File: src/rtl/yasac_pkg.sv
// Shared types and widths for the yasac test runner.
package yasac_pkg;

   localparam int PORT_W = 8;
   localparam int CNT_W  = 16;

   typedef enum logic [2:0] {
      ST_IDLE,
      ST_SETTLE,
      ST_START,
      ST_WAIT_LOW,
      ST_WAIT_HIGH,
      ST_POST,
      ST_DONE
   } state_e;

endpackage

File: src/rtl/yasac_runner_cnt.sv
// Loadable down-counter used for the SETTLE and POST dwell times.
module yasac_runner_cnt
   import yasac_pkg::*;
(
   input  logic             clk,
   input  logic             reset,
   input  logic             load_i,
   input  logic [CNT_W-1:0] load_val_i,
   input  logic             dec_i,
   output logic             zero_o
);

   logic [CNT_W-1:0] cnt_q, cnt_d;

   always_comb begin
      cnt_d = cnt_q;
      if (load_i)
         cnt_d = load_val_i;
      else if (dec_i && (cnt_q != '0))
         cnt_d = cnt_q - 1'b1;
   end

   always_ff @(posedge clk) begin
      if (reset)
         cnt_q <= '0;
      else
         cnt_q <= cnt_d;
   end

   assign zero_o = (cnt_q == '0);

endmodule

File: src/rtl/yasac_runner.sv
// Sequences one yasac processor run: settle, start pulse, wait for ready, capture ports.
// Define YASAC_RUNNER_TIMEOUT_EN to compile in the wait-state watchdog.
//
// state        | meaning
// ST_IDLE      | after reset, waiting for go
// ST_SETTLE    | dwell SETTLE_CYCLES before starting the processor
// ST_START     | one-cycle cpu_start pulse, cycle counter cleared
// ST_WAIT_LOW  | waiting for cpu_ready to drop (stale ready ignored)
// ST_WAIT_HIGH | waiting for cpu_ready to rise again
// ST_POST      | dwell POST_CYCLES before capturing the ports
// ST_DONE      | results held until the next go
module yasac_runner
   import yasac_pkg::*;
#(
   parameter int unsigned        SETTLE_CYCLES  = 3,
   parameter int unsigned        POST_CYCLES    = 5,
   parameter int unsigned        TIMEOUT_CYCLES = 1000,
   parameter logic [PORT_W-1:0]  EXPECT         = 8'h08
)(
   input  logic              clk,
   input  logic              reset,
   input  logic              go,
   output logic              cpu_start,
   input  logic              cpu_ready,
   input  logic [PORT_W-1:0] port00,
   input  logic [PORT_W-1:0] port01,
   output logic [PORT_W-1:0] res00,
   output logic [PORT_W-1:0] res01,
   output logic              busy,
   output logic              done,
   output logic              pass,
   output logic              timeout,
   output logic [15:0]       cycles
);

   localparam logic [CNT_W-1:0] SETTLE_LD = CNT_W'((SETTLE_CYCLES > 0) ? SETTLE_CYCLES - 1 : 0);
   localparam logic [CNT_W-1:0] POST_LD   = CNT_W'((POST_CYCLES > 0) ? POST_CYCLES - 1 : 0);

   // The watchdog shares the cycles counter, so its limit must fit in 16 bits.
   if (TIMEOUT_CYCLES > 32'h0000_FFFF) begin : g_bad_timeout
      $error("TIMEOUT_CYCLES exceeds the cycles counter range");
   end

   state_e            state_q, state_d;
   logic [PORT_W-1:0] res00_q, res00_d, res01_q, res01_d;
   logic              pass_q, pass_d;
   logic [15:0]       cycles_q, cycles_d;
   logic              cnt_load, cnt_dec, cnt_zero;
   logic [CNT_W-1:0]  cnt_load_val;
`ifdef YASAC_RUNNER_TIMEOUT_EN
   logic              timeout_q, timeout_d;
`endif

   yasac_runner_cnt u_cnt (
      .clk        (clk),
      .reset      (reset),
      .load_i     (cnt_load),
      .load_val_i (cnt_load_val),
      .dec_i      (cnt_dec),
      .zero_o     (cnt_zero)
   );

   always_comb begin
      state_d      = state_q;
      res00_d      = res00_q;
      res01_d      = res01_q;
      pass_d       = pass_q;
      cycles_d     = cycles_q;
      cnt_load     = 1'b0;
      cnt_load_val = SETTLE_LD;
      cnt_dec      = 1'b0;
`ifdef YASAC_RUNNER_TIMEOUT_EN
      timeout_d    = timeout_q;
`endif
      case (state_q)
         ST_IDLE, ST_DONE: begin
            if (go) begin
               pass_d   = 1'b0;
               cycles_d = '0;
`ifdef YASAC_RUNNER_TIMEOUT_EN
               timeout_d = 1'b0;
`endif
               if (SETTLE_CYCLES == 0) begin
                  state_d = ST_START;
               end else begin
                  state_d  = ST_SETTLE;
                  cnt_load = 1'b1;
               end
            end
         end
         ST_SETTLE: begin
            if (cnt_zero)
               state_d = ST_START;
            else
               cnt_dec = 1'b1;
         end
         ST_START: begin
            cycles_d = '0;
            state_d  = ST_WAIT_LOW;
         end
         ST_WAIT_LOW, ST_WAIT_HIGH: begin
            if (cycles_q != 16'hFFFF)
               cycles_d = cycles_q + 16'd1;
            // Ready detection takes priority over a watchdog expiring on the same edge.
            if ((state_q == ST_WAIT_HIGH) && cpu_ready) begin
               if (POST_CYCLES == 0) begin
                  res00_d = port00;
                  res01_d = port01;
                  pass_d  = (port00 == EXPECT);
                  state_d = ST_DONE;
               end else begin
                  state_d      = ST_POST;
                  cnt_load     = 1'b1;
                  cnt_load_val = POST_LD;
               end
            end
`ifdef YASAC_RUNNER_TIMEOUT_EN
            else if (({16'd0, cycles_q} + 32'd1) >= TIMEOUT_CYCLES) begin
               timeout_d = 1'b1;
               pass_d    = 1'b0;
               state_d   = ST_DONE;
            end
`endif
            else if ((state_q == ST_WAIT_LOW) && !cpu_ready) begin
               state_d = ST_WAIT_HIGH;
            end
         end
         ST_POST: begin
            if (cnt_zero) begin
               res00_d = port00;
               res01_d = port01;
               pass_d  = (port00 == EXPECT);
               state_d = ST_DONE;
            end else begin
               cnt_dec = 1'b1;
            end
         end
         default: state_d = ST_IDLE;
      endcase
   end

   always_ff @(posedge clk) begin
      if (reset) begin
         state_q  <= ST_IDLE;
         res00_q  <= '0;
         res01_q  <= '0;
         pass_q   <= 1'b0;
         cycles_q <= '0;
      end else begin
         state_q  <= state_d;
         res00_q  <= res00_d;
         res01_q  <= res01_d;
         pass_q   <= pass_d;
         cycles_q <= cycles_d;
      end
   end

`ifdef YASAC_RUNNER_TIMEOUT_EN
   always_ff @(posedge clk) begin
      if (reset)
         timeout_q <= 1'b0;
      else
         timeout_q <= timeout_d;
   end
   assign timeout = timeout_q;
`else
   assign timeout = 1'b0;
`endif

   assign cpu_start = (state_q == ST_START);
   assign busy      = (state_q != ST_IDLE) && (state_q != ST_DONE);
   assign done      = (state_q == ST_DONE);
   assign pass      = pass_q;
   assign cycles    = cycles_q;
   assign res00     = res00_q;
   assign res01     = res01_q;

endmodule

File: config.mk
export PLATFORM = sky130hd
export DESIGN_NAME = yasac_runner
export DESIGN_NICKNAME = d
export VERILOG_FILES = /design/src/rtl/yasac_pkg.sv /design/src/rtl/yasac_runner_cnt.sv /design/src/rtl/yasac_runner.sv
export SDC_FILE = /design/constraint.sdc
export NUM_CORES = 1
export LEC_CHECK = 0
export ABC_AREA = 1
export BUFFER_PORTS_ARGS = -buffer_cell sky130_fd_sc_hd__buf_4
export CAP_MARGIN = 5
export CORE_ASPECT_RATIO = 0.7
export CORE_MARGIN = 1
export CORE_UTILIZATION = 44
export DETAILED_ROUTE_END_ITERATION = 12
export PLACE_DENSITY = 0.66
export SKIP_CTS_REPAIR_TIMING = 1
export SYNTH_ARGS = -nofsm -noshare
export SYNTH_HDL_FRONTEND = slang
export SYNTH_SLANG_ARGS = --single-unit
File: constraint.sdc
create_clock -name clk -period 3.7 [get_ports clk]
set_input_delay 0.37 -clock clk [delete_from_list [all_inputs] [get_ports clk]]
set_output_delay 0.37 -clock clk [all_outputs]
set_load 0.02 [all_outputs]
==> impl_table.tex, run 1 <==
\begin{tabular}{lr}
\hline
Metric & Value \\
\hline
\multicolumn{2}{l}{\textbf{Timing}} \\
\quad Max transition margin & 0.5842 \\
\quad Fin Clk Skew & between 0.005 and 0.006 ns \\
\quad Final worst path period need & between 2 and 2.5 ns \\
\quad Endpoints failing setup & 0 \\
\quad Setup total negative slack & 0 ns \\
\quad Setup repair after global routing missed its margin & no \\
\quad Final worst-path cycle share & 0.5412 \\
\quad Maximum frequency from static timing analysis & 0.4994 GHz \\
\quad Tightest Pin Transition & 0.6236 ns \\
\quad Final Hold Viols & 0 \\
\quad Number of slew-limit violations in the final report & 0 \\
\multicolumn{2}{l}{\textbf{Cells and area}} \\
\quad Number of fill cells & approximately 630 \\
\quad Final net count & around 520 \\
\quad Synthesis-to-layout area growth & 18.47\% \\
\quad Share of post-route cells with drive strength above 1 & 0.1633 \\
\quad Diodes inserted & 0 \\
\multicolumn{2}{l}{\textbf{Logic synthesis}} \\
\quad Post-synthesis instance area & 2839 sq um \\
\quad Per-instance average area after synthesis & between 6 and 7 sq um \\
\quad Dominant register cell in the synthesized netlist & sky130\_fd\_sc\_hd\_\_dfxtp\_1 \\
\quad Proportion of synthesized chip area in sequential cells & 0.3667 \\
\quad Gate count after technology mapping & 443 \\
\quad Post-synthesis async set-or-reset flop share & 0 \\
\quad Net count after synthesis & between 400 and 500 \\
\quad Count of distinct cell types in the synthesized netlist & 29 \\
\quad Dominant cell type by area after synthesis & sky130\_fd\_sc\_hd\_\_dfxtp\_1 \\
\quad Biggest area contributors in the synthesized netlist & sky130\_fd\_sc\_hd\_\_dfxtp\_1 37\%, sky130\_fd\_sc\_hd\_\_nand2\_1 19\%, sky130\_fd\_sc\_hd\_\_a21oi\_1 8.5\%, sky130\_fd\_sc\_hd\_\_nor2\_1 7.9\%, sky130\_fd\_sc\_hd\_\_inv\_1 5.6\% \\
\quad Count of yosys warnings during synthesis & 0 \\
\quad Post-synth EDFFs & 0 \\
\quad Portion of synthesized cell area occupied by the leading cell type & 0.3667 \\
\quad Synth Register Bits & between 50 and 60 \\
\multicolumn{2}{l}{\textbf{Routing}} \\
\quad Iter 0 DRT Violations & between 150 and 200 \\
\quad DR DRC count & 2 \\
\quad Vias & just under 3000 \\
\quad Antenna violation net count after detailed routing & 0 \\
\quad Avg Vias per Cell & 5.030 \\
\quad First drt pass iteration count & 9 \\
\quad Routed wire length & between 6000 and 7000 microns \\
\quad Drt wl/cell & between 10 and 15 microns \\
\multicolumn{2}{l}{\textbf{Critical path}} \\
\quad Crit path buffers/inverters & 0 \\
\quad Slowest library cell on the worst path & sky130\_fd\_sc\_hd\_\_o21ai\_2 \\
\quad Type of the worst setup path & register to register \\
\quad Cells along the critical path & nor2\_1, nand2\_1, nand2\_1, nand2\_1, o21ai\_2, nor2\_1, nor2\_1, nor2\_1 \\
\quad Arrival time reported for the critical path endpoint & between 2 and 2.5 ns \\
\quad CP Data Required Time & a little under 4 ns \\
\quad Maximum net fanout on the critical path & 15 \\
\quad Slowest stage delay, CP & $\sim$0.54 ns \\
\quad Worst Setup End Kind & register \\
\quad Crit-path leading delay family & simple AND/OR/NAND/NOR gates \\
\quad Cell mode on critical path & sky130\_fd\_sc\_hd\_\_nor2\_1 \\
\quad CP startpoint kind & register \\
\multicolumn{2}{l}{\textbf{Power and ir drop}} \\
\quad Cell Pwr Density & 691.5 nW/um\^{}2 \\
\quad Power Total & 2.326 mW \\
\quad Leakage power & approximately 1.5 nW \\
\quad Peak supply drop & between 300 and 400 uV \\
\multicolumn{2}{l}{\textbf{Global route}} \\
\quad Gr ovfl total & 0 \\
\quad Vias in the first global route & $\sim$2400 \\
\quad Number of antenna violations at the first check in global routing & 0 \\
\quad All-Layer GR Usage & 0.2044 \\
\quad Largest net degree at the start of global routing & 38 \\
\quad First-pass GRT wire length & 11210 microns \\
\multicolumn{2}{l}{\textbf{Outcome}} \\
\quad Violated checks & design-rule violations \\
\quad Result of the run & finished with violations \\
\multicolumn{2}{l}{\textbf{Clocking}} \\
\quad Clock root buffer & sky130\_fd\_sc\_hd\_\_clkbuf\_8 \\
\quad CTS tree & built \\
\quad Clk pin slew, worst setup/hold paths & roughly 0.1 ns \\
\quad CTS H-tree lvls & 2 \\
\quad Insertion delay of the later-clocked pin in the worst-skew pair & between 0.3 and 0.4 ns \\
\quad Longest Clk Path Bufs & 2 \\
\quad Num CTS Buffers & 5 \\
\quad Sink Count & between 50 and 60 \\
\multicolumn{2}{l}{\textbf{Placement}} \\
\quad Count of buffers inserted at the top-level ports & 55 \\
\quad Weighted congestion reported at the end of routability-driven placement & around 0.89 \\
\quad Post-detail-place hpwl & 5133 microns \\
\multicolumn{2}{l}{\textbf{Floorplanning}} \\
\quad Height of the die & 69.21 microns \\
\quad Overall die area & 6782 sq um \\
\quad \# rows & 24 \\
\quad Chip width & roughly 98 microns \\
\quad \# IOs & 57 \\
\quad Initial Utilization & 0.4567 \\
\quad Core Area & between 6000 and 7000 sq um \\
\multicolumn{2}{l}{\textbf{Flow run}} \\
\quad Max-cap violation count & 0 \\
\multicolumn{2}{l}{\textbf{Min path}} \\
\quad Type of the worst min-delay path & primary input to register \\
\hline
\end{tabular}
path summary, 6_finish.rpt:
path,start,endpoint,slack [ns],cells after the start
worst max-delay path,state_q[1],cycles[15],1.70,8
worst min-delay path,port01[3],res01[3],0.31,3
worst max register to register,state_q[1],cycles[15],1.70,8
worst min register to register,res01[5],res01[5],0.46,2
cells in the final DEF, fill, tap and decap left out:
cell type,n
sky130_fd_sc_hd__nand2_1,140
sky130_fd_sc_hd__nor2_1,60
sky130_fd_sc_hd__buf_4,55
sky130_fd_sc_hd__dfxtp_1,52
sky130_fd_sc_hd__a21oi_1,48
sky130_fd_sc_hd__inv_1,42
sky130_fd_sc_hd__nand3_1,28
sky130_fd_sc_hd__nand4_1,9
sky130_fd_sc_hd__nor3_1,8
sky130_fd_sc_hd__o21ai_0,8
sky130_fd_sc_hd__nand3b_1,7
sky130_fd_sc_hd__nand2_2,6
sky130_fd_sc_hd__clkbuf_8,5
sky130_fd_sc_hd__xor2_1,4
sky130_fd_sc_hd__inv_2,3
sky130_fd_sc_hd__nor2_4,3
sky130_fd_sc_hd__nor4_1,3
sky130_fd_sc_hd__nor2_2,2
sky130_fd_sc_hd__o21bai_1,2
sky130_fd_sc_hd__ha_1,2
sky130_fd_sc_hd__o21ai_2,1
sky130_fd_sc_hd__a21oi_4,1
sky130_fd_sc_hd__nand2_4,1
sky130_fd_sc_hd__or2_2,1
sky130_fd_sc_hd__nor3b_1,1
sky130_fd_sc_hd__conb_1,1
sky130_fd_sc_hd__clkinv_2,1
sky130_fd_sc_hd__inv_6,1
sky130_fd_sc_hd__clkinv_4,1
per-layer routing:
metal / global-route usage / wire (microns)
met1: 0.3181 / 3675
met2: 0.2731 / 2610
met3: 0.05746 / 571
met4: 0.04545 / 36
met5: 0 / 0
through the flow:
stage                     hold WS [ns]  cell area (sq um)  instances    util  setup slack, ns
final                           0.3135               3363        574  0.5411            1.698
after global routing            0.3010               3363        574  0.5411            1.499
after detailed placement        0.4537               3272        566  0.5264            1.706
after CTS                       0.2990               3363        574  0.5411            1.698
after global placement          0.4492               3272        566  0.5264            1.807
after floorplan                 0.4588               2839        443       -            2.002
kinds of logic after synthesis:
family / Yosys count / synth area share
simple gates: 269 / 0.4112
compound gates: 60 / 0.1128
other cells: 1 / 0.001321
xor+xnor: 4 / 0.01234
buf+inv: 55 / 0.08682
flops: 52 / 0.3667
fa+ha+maj: 2 / 0.008813
tightest hold or removal path: stages:
cell and delay [ns]:
sky130_fd_sc_hd__buf_4 0.10, sky130_fd_sc_hd__nand2_1 0.05, sky130_fd_sc_hd__a21oi_1 0.06
synth_stat cells (3+ instances only):
| library cell | instances |
|---|---|
| sky130_fd_sc_hd__nand2_1 | 140 |
| sky130_fd_sc_hd__nor2_1 | 60 |
| sky130_fd_sc_hd__dfxtp_1 | 52 |
| sky130_fd_sc_hd__a21oi_1 | 48 |
| sky130_fd_sc_hd__inv_1 | 42 |
| sky130_fd_sc_hd__nand3_1 | 28 |
| sky130_fd_sc_hd__nand4_1 | 9 |
| sky130_fd_sc_hd__nor3_1 | 8 |
| sky130_fd_sc_hd__o21ai_0 | 8 |
| sky130_fd_sc_hd__nand3b_1 | 7 |
| sky130_fd_sc_hd__nand2_2 | 6 |
| sky130_fd_sc_hd__xor2_1 | 4 |
| sky130_fd_sc_hd__buf_6 | 3 |
| sky130_fd_sc_hd__clkbuf_1 | 3 |
| sky130_fd_sc_hd__inv_2 | 3 |
| sky130_fd_sc_hd__nor2_4 | 3 |
| sky130_fd_sc_hd__nor4_1 | 3 |
state kept, by name (all words and copies together) (netlist names):
register / flops
cycles: 16
pass: 1
res00: 8
res01: 8
state_q: 3
u_cnt.cnt_q: 16
where the power goes:
group	total, mW	internal (mW)	switching (mW)
sequential	0.744	0.650	0.0949
clock	0.336	0.136	0.200
combinational	1.25	0.399	0.847
cell type report:
cell class | instances | area (sq um) | share of cell area
multi-input cells | 336 | 1551 | 0.4613
flip-flops and latches | 52 | 1041 | 0.3095
repair buffers | 55 | 412.9 | 0.1228
inverters | 45 | 168.9 | 0.05022
well taps | 78 | 97.59 | 0.02902
clock buffers | 5 | 68.82 | 0.02046
clock inverters | 3 | 22.52 | 0.006696
(Power assumes the default switching activity.)
==> inputs of run 2 (changes only) <==
- ABC_AREA: 1 -> 0
- PLACE_DENSITY: 0.66 -> 0.69
- clock period: 3.7 -> 1.65 ns (I/O delays scaled with it)
==> impl_table.tex, run 2 <==
\begin{tabular}{lr}
\hline
Metric & Value \\
\hline
\multicolumn{2}{l}{\textbf{Power and ir drop}} \\
\quad Share of total power in sequential cells & 0.243 (was 0.320) \\
\quad Share of total power in the clock network & 0.120 (was 0.144) \\
\quad Peak supply drop & 1516 uV (was 302.9 uV) \\
\quad Power Total & 6.733 mW (was 2.326 mW) \\
\quad Leakage power & 1.763 nW (was 1.456 nW) \\
\quad Cell Pwr Density & 1490 nW/um\^{}2 (was 691.5 nW/um\^{}2) \\
\quad Cell-internal power & 3.947 mW (was 1.184 mW) \\
\quad Switching part of the total & 0.4138 (was 0.4908) \\
\quad Combinational cell fraction of total power & 0.638 (was 0.535) \\
\quad Net switching power & 2.786 mW (was 1.141 mW) \\
\multicolumn{2}{l}{\textbf{Floorplanning}} \\
\quad Initial Utilization & 0.4645 (was 0.4567) \\
\quad Overall die area & 6459 sq um (was 6782 sq um) \\
\quad Chip width & 95.63 microns (was 98.01 microns) \\
\quad \# IOs & 57 (unchanged) \\
\quad Height of the die & 67.54 microns (was 69.21 microns) \\
\quad \# rows & 23 (was 24) \\
\quad Core Area & 5813 sq um (was 6216 sq um) \\
\multicolumn{2}{l}{\textbf{Routing}} \\
\quad Vias & 3036 (was 2887) \\
\quad Iter 0 DRT Violations & 153 (was 166) \\
\quad Antenna violation net count after detailed routing & 0 (unchanged) \\
\quad Routed wire length & 8817 microns (was 6893 microns) \\
\quad Drt wl/cell & 16.24 microns (was 12.01 microns) \\
\quad First drt pass iteration count & 4 (was 9) \\
\quad Avg Vias per Cell & 5.591 (was 5.030) \\
\quad DR DRC count & 0 (was 2) \\
\multicolumn{2}{l}{\textbf{Timing}} \\
\quad Endpoints failing setup & 42 (was 0) \\
\quad Final Hold Viols & 0 (unchanged) \\
\quad Final worst-path setup slack & -0.2986 ns (was 1.698 ns) \\
\quad Setup total negative slack & -6.083 ns (was 0 ns) \\
\quad Final worst-path cycle share & 1.181 (was 0.5412) \\
\quad Fin Clk Skew & 0.01145 ns (was 0.005842 ns) \\
\quad Setup repair after global routing missed its margin & yes (was no) \\
\quad Final worst path period need & 1.949 ns (was 2.002 ns) \\
\quad Maximum frequency from static timing analysis & 0.5132 GHz (was 0.4994 GHz) \\
\quad Worst Hold Slack & 0.1004 ns (was 0.3135 ns) \\
\quad Number of slew-limit violations in the final report & 0 (unchanged) \\
\multicolumn{2}{l}{\textbf{Placement}} \\
\quad Count of buffers inserted at the top-level ports & 55 (unchanged) \\
\quad Post-detail-place hpwl & 5650 microns (was 5133 microns) \\
\quad Inst Count DP & 519 (was 566) \\
\quad Weighted congestion reported at the end of routability-driven placement & 0.8440 (was 0.8944) \\
\multicolumn{2}{l}{\textbf{Logic synthesis}} \\
\quad Post-synthesis instance area & 2700 sq um (was 2839 sq um) \\
\quad Per-instance average area after synthesis & 8.182 sq um (was 6.409 sq um) \\
\quad Gate count after technology mapping & 330 (was 443) \\
\quad Dominant cell type by area after synthesis & sky130\_fd\_sc\_hd\_\_dfxtp\_1 (unchanged) \\
\quad Dominant combinational cell family by area after synthesis & simple AND/OR/NAND/NOR gates (unchanged) \\
\quad Count of yosys warnings during synthesis & 0 (unchanged) \\
\quad Synth Register Bits & 52 (unchanged) \\
\quad Net count after synthesis & 352 (was 465) \\
\quad Portion of synthesized cell area occupied by the leading cell type & 0.3855 (was 0.3667) \\
\quad Adder and majority cell fraction of the synthesized area & 0.009268 (was 0.008814) \\
\quad Post-synthesis simple-gate area fraction & 0.2938 (was 0.4112) \\
\quad Post-synth EDFFs & 0 (unchanged) \\
\quad Biggest area contributors in the synthesized netlist & sky130\_fd\_sc\_hd\_\_dfxtp\_1 39\%, sky130\_fd\_sc\_hd\_\_a21oi\_1 6.9\%, sky130\_fd\_sc\_hd\_\_nand2\_1 6.3\%, sky130\_fd\_sc\_hd\_\_nor2\_1 3.5\%, sky130\_fd\_sc\_hd\_\_o21ai\_0 3.2\% (was sky130\_fd\_sc\_hd\_\_dfxtp\_1 37\%, sky130\_fd\_sc\_hd\_\_nand2\_1 19\%, sky130\_fd\_sc\_hd\_\_a21oi\_1 8.5\%, sky130\_fd\_sc\_hd\_\_nor2\_1 7.9\%, sky130\_fd\_sc\_hd\_\_inv\_1 5.6\%) \\
\quad Leading cell type by number of instances after synthesis & sky130\_fd\_sc\_hd\_\_dfxtp\_1 (was sky130\_fd\_sc\_hd\_\_nand2\_1) \\
\quad Proportion of synthesized chip area in sequential cells & 0.3855 (was 0.3667) \\
\quad Parity-gate share of the synthesized area counting xor and xnor cells & 0.02271 (was 0.01234) \\
\quad Commonest cells post-synth & 52 x sky130\_fd\_sc\_hd\_\_dfxtp\_1, 45 x sky130\_fd\_sc\_hd\_\_nand2\_1, 37 x sky130\_fd\_sc\_hd\_\_a21oi\_1 (was 140 x sky130\_fd\_sc\_hd\_\_nand2\_1, 60 x sky130\_fd\_sc\_hd\_\_nor2\_1, 52 x sky130\_fd\_sc\_hd\_\_dfxtp\_1) \\
\quad Count of distinct cell types in the synthesized netlist & 64 (was 29) \\
\quad Post-synthesis compound-gate area fraction & 0.2257 (was 0.1128) \\
\quad Dominant register cell in the synthesized netlist & sky130\_fd\_sc\_hd\_\_dfxtp\_1 (unchanged) \\
\quad Post-synthesis async set-or-reset flop share & 0 (unchanged) \\
\quad Proportion of synthesized area in mux cells & 0.01158 (was 0) \\
\multicolumn{2}{l}{\textbf{Critical path}} \\
\quad Arrival time reported for the critical path endpoint & 2.21 ns (was 2.19 ns) \\
\quad CP Data Required Time & 1.91 ns (was 3.89 ns) \\
\quad Maximum net fanout on the critical path & 3 (was 15) \\
\quad Worst reg2reg setup slack & -0.30 ns (was 1.70 ns) \\
\quad Type of the worst setup path & register to register (unchanged) \\
\quad CP startpoint kind & register (unchanged) \\
\quad Worst Setup End Kind & register (unchanged) \\
\multicolumn{2}{l}{\textbf{Cells and area}} \\
\quad Number of fill cells & 372 (was 629) \\
\quad Final net count & 489 (was 517) \\
\quad Area occupied by multi-input gates & 2013 sq um (was 1551 sq um) \\
\quad Synthesis-to-layout area growth & 67.33\% (was 18.47\%) \\
\quad Share of post-route cells with drive strength above 1 & 0.5662 (was 0.1633) \\
\quad Leading cell type in the layout, fill and taps excluded & sky130\_fd\_sc\_hd\_\_buf\_4 (was sky130\_fd\_sc\_hd\_\_nand2\_1) \\
\quad Util after Layout & 0.7772 (was 0.5411) \\
\quad Storage element area & 1074 sq um (was 1041 sq um) \\
\quad Non-Filler Instances & 543 (was 574) \\
\quad Diodes inserted & 0 (unchanged) \\
\quad Most used cells in the layout excluding fill and tap cells & 130 x sky130\_fd\_sc\_hd\_\_buf\_4, 34 x sky130\_fd\_sc\_hd\_\_dfxtp\_1, 29 x sky130\_fd\_sc\_hd\_\_nand2\_1 (was 140 x sky130\_fd\_sc\_hd\_\_nand2\_1, 60 x sky130\_fd\_sc\_hd\_\_nor2\_1, 55 x sky130\_fd\_sc\_hd\_\_buf\_4) \\
\multicolumn{2}{l}{\textbf{Clocking}} \\
\quad Num CTS Buffers & 5 (unchanged) \\
\quad CTS H-tree lvls & 2 (unchanged) \\
\quad Longest Clk Path Bufs & 2 (unchanged) \\
\quad Insertion delay of the later-clocked pin in the worst-skew pair & 0.32 ns (was 0.31 ns) \\
\quad CTS tree & built (unchanged) \\
\quad Clk pin slew, worst setup/hold paths & 0.11 ns (was 0.10 ns) \\
\quad Clock root buffer & sky130\_fd\_sc\_hd\_\_clkbuf\_8 (unchanged) \\
\quad Sink Count & 52 (unchanged) \\
\multicolumn{2}{l}{\textbf{Outcome}} \\
\quad Violated checks & negative setup slack (was design-rule violations) \\
\quad Result of the run & finished with violations (unchanged) \\
\multicolumn{2}{l}{\textbf{Global route}} \\
\quad Largest net degree at the start of global routing & 29 (was 38) \\
\quad Grt met2 use & 0.3723 (was 0.2731) \\
\quad Gr busiest metal & met2 (was met1) \\
\quad All-Layer GR Usage & 0.2388 (was 0.2044) \\
\quad Gr ovfl total & 0 (unchanged) \\
\quad Met1 track utilization from global routing & 0.3397 (was 0.3181) \\
\quad Global Route met3 Usage & 0.04392 (was 0.05746) \\
\quad Vias in the first global route & 2684 (was 2362) \\
\quad Number of antenna violations at the first check in global routing & 0 (unchanged) \\
\quad First-pass GRT wire length & 11950 microns (was 11210 microns) \\
\multicolumn{2}{l}{\textbf{Min path}} \\
\quad Type of the worst min-delay path & primary input to register (unchanged) \\
\multicolumn{2}{l}{\textbf{Flow run}} \\
\quad Max-cap violation count & 0 (unchanged) \\
\hline
\end{tabular}
## run 2: cell types whose count changed in the layout (fill, tap and decap cells not counted), sizes merged, moves of 12 or more
cell / before / now
inv: 46 / 13
nor2: 65 / 25
nand2: 147 / 45
or3: 0 / 12
buf: 55 / 142
nand3: 28 / 10
a21oi: 49 / 37
## run 2: metal layers
layer / vias up / wire [microns]
met5: - / 0
met4: 0 / 140
met3: 13 / 548
met2: 112 / 3918
met1: 1419 / 4209
li1: 1492 / -
## run 2: metrics by stage
stage                     area, sq um  setup slack [ns]
after floorplan                  2779           -0.1609
after global placement           3771           -0.1862
after detailed placement         3771           -0.2549
after CTS                        3865           -0.2795
after global routing             4518           -0.3813
final                            4518           -0.2986
## run 2: power by group through the flow
stage | Combinational [mW] | Sequential, mW | Clock (mW)
after global placement | 3.05 | 1.61 | 0
after CTS | 3.14 | 1.59 | 0.805
after detailed placement | 3.12 | 1.62 | 0
after global routing | 4.58 | 1.66 | 0.866
after floorplan | 1.87 | 1.65 | 0
final | 4.29 | 1.63 | 0.805
## run 2: final cells by class
cell class / instances / area share
multi-input combinational: 250 / 0.4456
timing repair buffer: 146 / 0.2645
sequential: 52 / 0.2376
tap: 75 / 0.02077
clock buffer: 5 / 0.01523
inverter: 12 / 0.01080
clock inverter: 3 / 0.005539
## run 2: critical path, stage by stage (launching register included)
cell                       delay, ns
sky130_fd_sc_hd__dfxtp_2        0.35
sky130_fd_sc_hd__or4_4          0.58
sky130_fd_sc_hd__nor3_4         0.27
sky130_fd_sc_hd__nand4b_4       0.14
sky130_fd_sc_hd__or4_4          0.43
sky130_fd_sc_hd__a21oi_2        0.14
## run 2: path summary, 6_finish.rpt
kind                                startpoint         endpoint  cells after the start
worst max-delay path            u_cnt.cnt_q[5]  u_cnt.cnt_q[15]                      5
worst min register to register        res01[1]         res01[1]                      2
worst min-delay path                 port01[0]         res01[0]                      3
worst max register to register  u_cnt.cnt_q[5]  u_cnt.cnt_q[15]                      5
## run 2: cells by family (layout without fill, tap and decap cells)
| logic type | count (synthesis) | after routing |
|---|---|---|
| XOR/XNOR | 7 | 7 |
| multiplexers | 3 | 3 |
| flip-flops | 52 | 52 |
| AO/OA/AOI/OAI | 94 | 94 |
| buffers and inverters | 28 | 166 |
| AND/OR/NAND/NOR | 143 | 143 |
| adder cells (fa/ha/maj) | 2 | 2 |
| other | 1 | 1 |
==> inputs of run 3 (changes only) <==
- PLACE_DENSITY: 0.69 -> 0.67
- clock period: 1.65 -> 1.9 ns (I/O delays scaled with it)
==> impl_table.tex, run 3 (synthesized netlist as in run 2, its figures left out) <==
\begin{tabular}{lr}
\hline
Metric & Value \\
\hline
\multicolumn{2}{l}{\textbf{Timing}} \\
\quad Worst Hold Slack & 0.1267 ns (was 0.1004 ns) \\
\quad Final worst-path setup slack & 0.01717 ns (was -0.2986 ns) \\
\quad Endpoints failing setup & 0 (was 42) \\
\quad Fin Clk Skew & 0.009740 ns (was 0.01145 ns) \\
\quad Tightest Pin Transition & roughly 0.57 ns \\
\quad Max transition margin & 0.6224 \\
\quad Setup total negative slack & 0 ns (was -6.083 ns) \\
\quad Number of slew-limit violations in the final report & 0 (unchanged) \\
\quad Final worst-path cycle share & 0.9910 (was 1.181) \\
\quad Final Hold Viols & 0 (unchanged) \\
\quad Maximum frequency from static timing analysis & 0.5311 GHz (was 0.5132 GHz) \\
\quad Setup repair after global routing missed its margin & yes (unchanged) \\
\quad Final worst path period need & 1.883 ns (was 1.949 ns) \\
\multicolumn{2}{l}{\textbf{Routing}} \\
\quad First drt pass iteration count & 4 (unchanged) \\
\quad Routed wire length & 7138 microns (was 8817 microns) \\
\quad Avg Vias per Cell & 5.518 (was 5.591) \\
\quad Antenna violation net count after detailed routing & 0 (unchanged) \\
\quad DR DRC count & 0 (unchanged) \\
\quad Iter 0 DRT Violations & 185 (was 153) \\
\quad Top metal layer carrying routed signals & met4 (unchanged) \\
\quad Routed length on met3 & 520 microns (was 548 microns) \\
\quad Drt wl/cell & 14.39 microns (was 16.24 microns) \\
\quad Wire length on met2 & 2945 microns (was 3918 microns) \\
\quad Met1 WL & 3660 microns (was 4209 microns) \\
\quad Vias & 2737 (was 3036) \\
\multicolumn{2}{l}{\textbf{Cells and area}} \\
\quad Util after Layout & 0.6358 (was 0.7772) \\
\quad Most used cells in the layout excluding fill and tap cells & 95 x sky130\_fd\_sc\_hd\_\_buf\_4, 45 x sky130\_fd\_sc\_hd\_\_nand2\_1, 44 x sky130\_fd\_sc\_hd\_\_dfxtp\_1 (was 130 x sky130\_fd\_sc\_hd\_\_buf\_4, 34 x sky130\_fd\_sc\_hd\_\_dfxtp\_1, 29 x sky130\_fd\_sc\_hd\_\_nand2\_1) \\
\quad Leading cell type in the layout, fill and taps excluded & sky130\_fd\_sc\_hd\_\_buf\_4 (unchanged) \\
\quad Synthesis-to-layout area growth & 36.89\% (was 67.33\%) \\
\quad Diodes inserted & 0 (unchanged) \\
\quad Final net count & 442 (was 489) \\
\quad Share of post-route cells with drive strength above 1 & 0.3444 (was 0.5662) \\
\multicolumn{2}{l}{\textbf{Global route}} \\
\quad Gr ovfl total & 0 (unchanged) \\
\quad All-Layer GR Usage & 0.2159 (was 0.2388) \\
\quad Largest net degree at the start of global routing & 29 (unchanged) \\
\quad Vias in the first global route & 2361 (was 2684) \\
\quad First-pass GRT wire length & 10890 microns (was 11950 microns) \\
\quad Number of antenna violations at the first check in global routing & 0 (unchanged) \\
\multicolumn{2}{l}{\textbf{Critical path}} \\
\quad Slowest library cell on the worst path & sky130\_fd\_sc\_hd\_\_a221oi\_1 (was sky130\_fd\_sc\_hd\_\_or4\_4) \\
\quad CP startpoint kind & register (unchanged) \\
\quad Arrival time reported for the critical path endpoint & 2.13 ns (was 2.21 ns) \\
\quad CP Data Required Time & 2.15 ns (was 1.91 ns) \\
\quad Slowest stage delay, CP & 0.51 ns (was 0.58 ns) \\
\quad Cells along the critical path & mux2\_2, a221oi\_1, a211oi\_4, buf\_4, a211o\_1, nand2\_1 (was or4\_4, nor3\_4, nand4b\_4, or4\_4, a21oi\_2) \\
\quad Worst Setup End Kind & register (unchanged) \\
\quad Type of the worst setup path & register to register (unchanged) \\
\quad Maximum net fanout on the critical path & 4 (was 3) \\
\multicolumn{2}{l}{\textbf{Flow run}} \\
\quad Max-cap violation count & 0 (unchanged) \\
\multicolumn{2}{l}{\textbf{Clocking}} \\
\quad Num CTS Buffers & 5 (unchanged) \\
\quad Clk pin slew, worst setup/hold paths & 0.10 ns (was 0.11 ns) \\
\quad Longest Clk Path Bufs & 2 (unchanged) \\
\quad Clock root buffer & sky130\_fd\_sc\_hd\_\_clkbuf\_8 (unchanged) \\
\quad Insertion delay of the later-clocked pin in the worst-skew pair & 0.31 ns (was 0.32 ns) \\
\quad CTS tree & built (unchanged) \\
\quad CTS H-tree lvls & 2 (unchanged) \\
\quad Sink Count & 52 (unchanged) \\
\multicolumn{2}{l}{\textbf{Floorplanning}} \\
\quad Core Area & 5813 sq um (unchanged) \\
\quad Height of the die & 67.54 microns (unchanged) \\
\quad Overall die area & 6459 sq um (unchanged) \\
\quad Chip width & 95.63 microns (unchanged) \\
\quad \# rows & 23 (unchanged) \\
\quad Initial Utilization & 0.4645 (unchanged) \\
\quad \# IOs & 57 (unchanged) \\
\multicolumn{2}{l}{\textbf{Outcome}} \\
\quad Result of the run & finished clean (was finished with violations) \\
\multicolumn{2}{l}{\textbf{Placement}} \\
\quad Minimum setup slack after placement & 0.03257 ns (was -0.2549 ns) \\
\quad Count of buffers inserted at the top-level ports & 55 (unchanged) \\
\quad Post-detail-place hpwl & 5088 microns (was 5650 microns) \\
\quad Weighted congestion reported at the end of routability-driven placement & 0.8557 (was 0.8440) \\
\multicolumn{2}{l}{\textbf{Power and ir drop}} \\
\quad Cell Pwr Density & 1285 nW/um\^{}2 (was 1490 nW/um\^{}2) \\
\quad Peak supply drop & 809.1 uV (was 1516 uV) \\
\quad Power Total & 4.750 mW (was 6.733 mW) \\
\quad Leakage power & 1.417 nW (was 1.763 nW) \\
\multicolumn{2}{l}{\textbf{Min path}} \\
\quad Type of the worst min-delay path & primary input to register (unchanged) \\
\hline
\end{tabular}
## run 3: cell count changes in the layout (fill, tap and decap cells not counted), moves of 6 or more
cell                      before  now
sky130_fd_sc_hd__dfxtp_1      34   44
sky130_fd_sc_hd__a21oi_1      11   32
sky130_fd_sc_hd__buf_6        10    1
sky130_fd_sc_hd__buf_4       130   95
sky130_fd_sc_hd__dfxtp_2      14    8
sky130_fd_sc_hd__nand2_4      16    0
sky130_fd_sc_hd__nand2_1      29   45
sky130_fd_sc_hd__a21oi_2      26    5
## run 3: power by group
part | switching (mW) | internal, mW | total, mW
Sequential | 0.198 | 1.26 | 1.46
Combinational | 1.36 | 1.27 | 2.63
Clock | 0.398 | 0.265 | 0.663
## run 3: cell type report
class                           count  area (sq um)
Fill cell                         521          2117
Multi-Input combinational cell    250          1645
Sequential cell                    52          1051
Timing Repair Buffer               99         769.5
Tap cell                           75         93.84
Clock buffer                        5         68.82
Inverter                           12         45.04
Clock inverter                      3         22.52
## run 3: routing by layer
| layer | vias to the layer above | global-route usage |
|---|---|---|
| li1 | 1392 | - |
| met1 | 1260 | 0.3157 |
| met2 | 83 | 0.3161 |
| met3 | 2 | 0.06081 |
| met4 | 0 | 0.04104 |
| met5 | - | 0 |
## run 3: worst max-delay path: cells and delay by family, from the launching register on
kind | cells | cell delay (ns)
AO/OA/AOI/OAI | 3 | 0.86
flip-flops | 1 | 0.37
multiplexers | 1 | 0.36
buffers and inverters | 1 | 0.17
AND/OR/NAND/NOR | 1 | 0.05
## run 3: worst paths after layout
path	slack, ns	start	cells after the start	to
max	0.02	state_q[1]	6	u_cnt.cnt_q[8]
min	0.13	port01[0]	3	res01[0]
max reg2reg	0.02	state_q[1]	6	u_cnt.cnt_q[8]
min reg2reg	0.46	res01[1]	2	res01[1]
## run 3: through the flow
stage | std cells | cell area (sq um)
6_report | 496 | 3696
5_1_grt | 496 | 3696
4_1_cts | 486 | 3491
3_5_place_dp | 478 | 3400
3_3_place_gp | 478 | 3400
2_1_floorplan | 330 | 2703
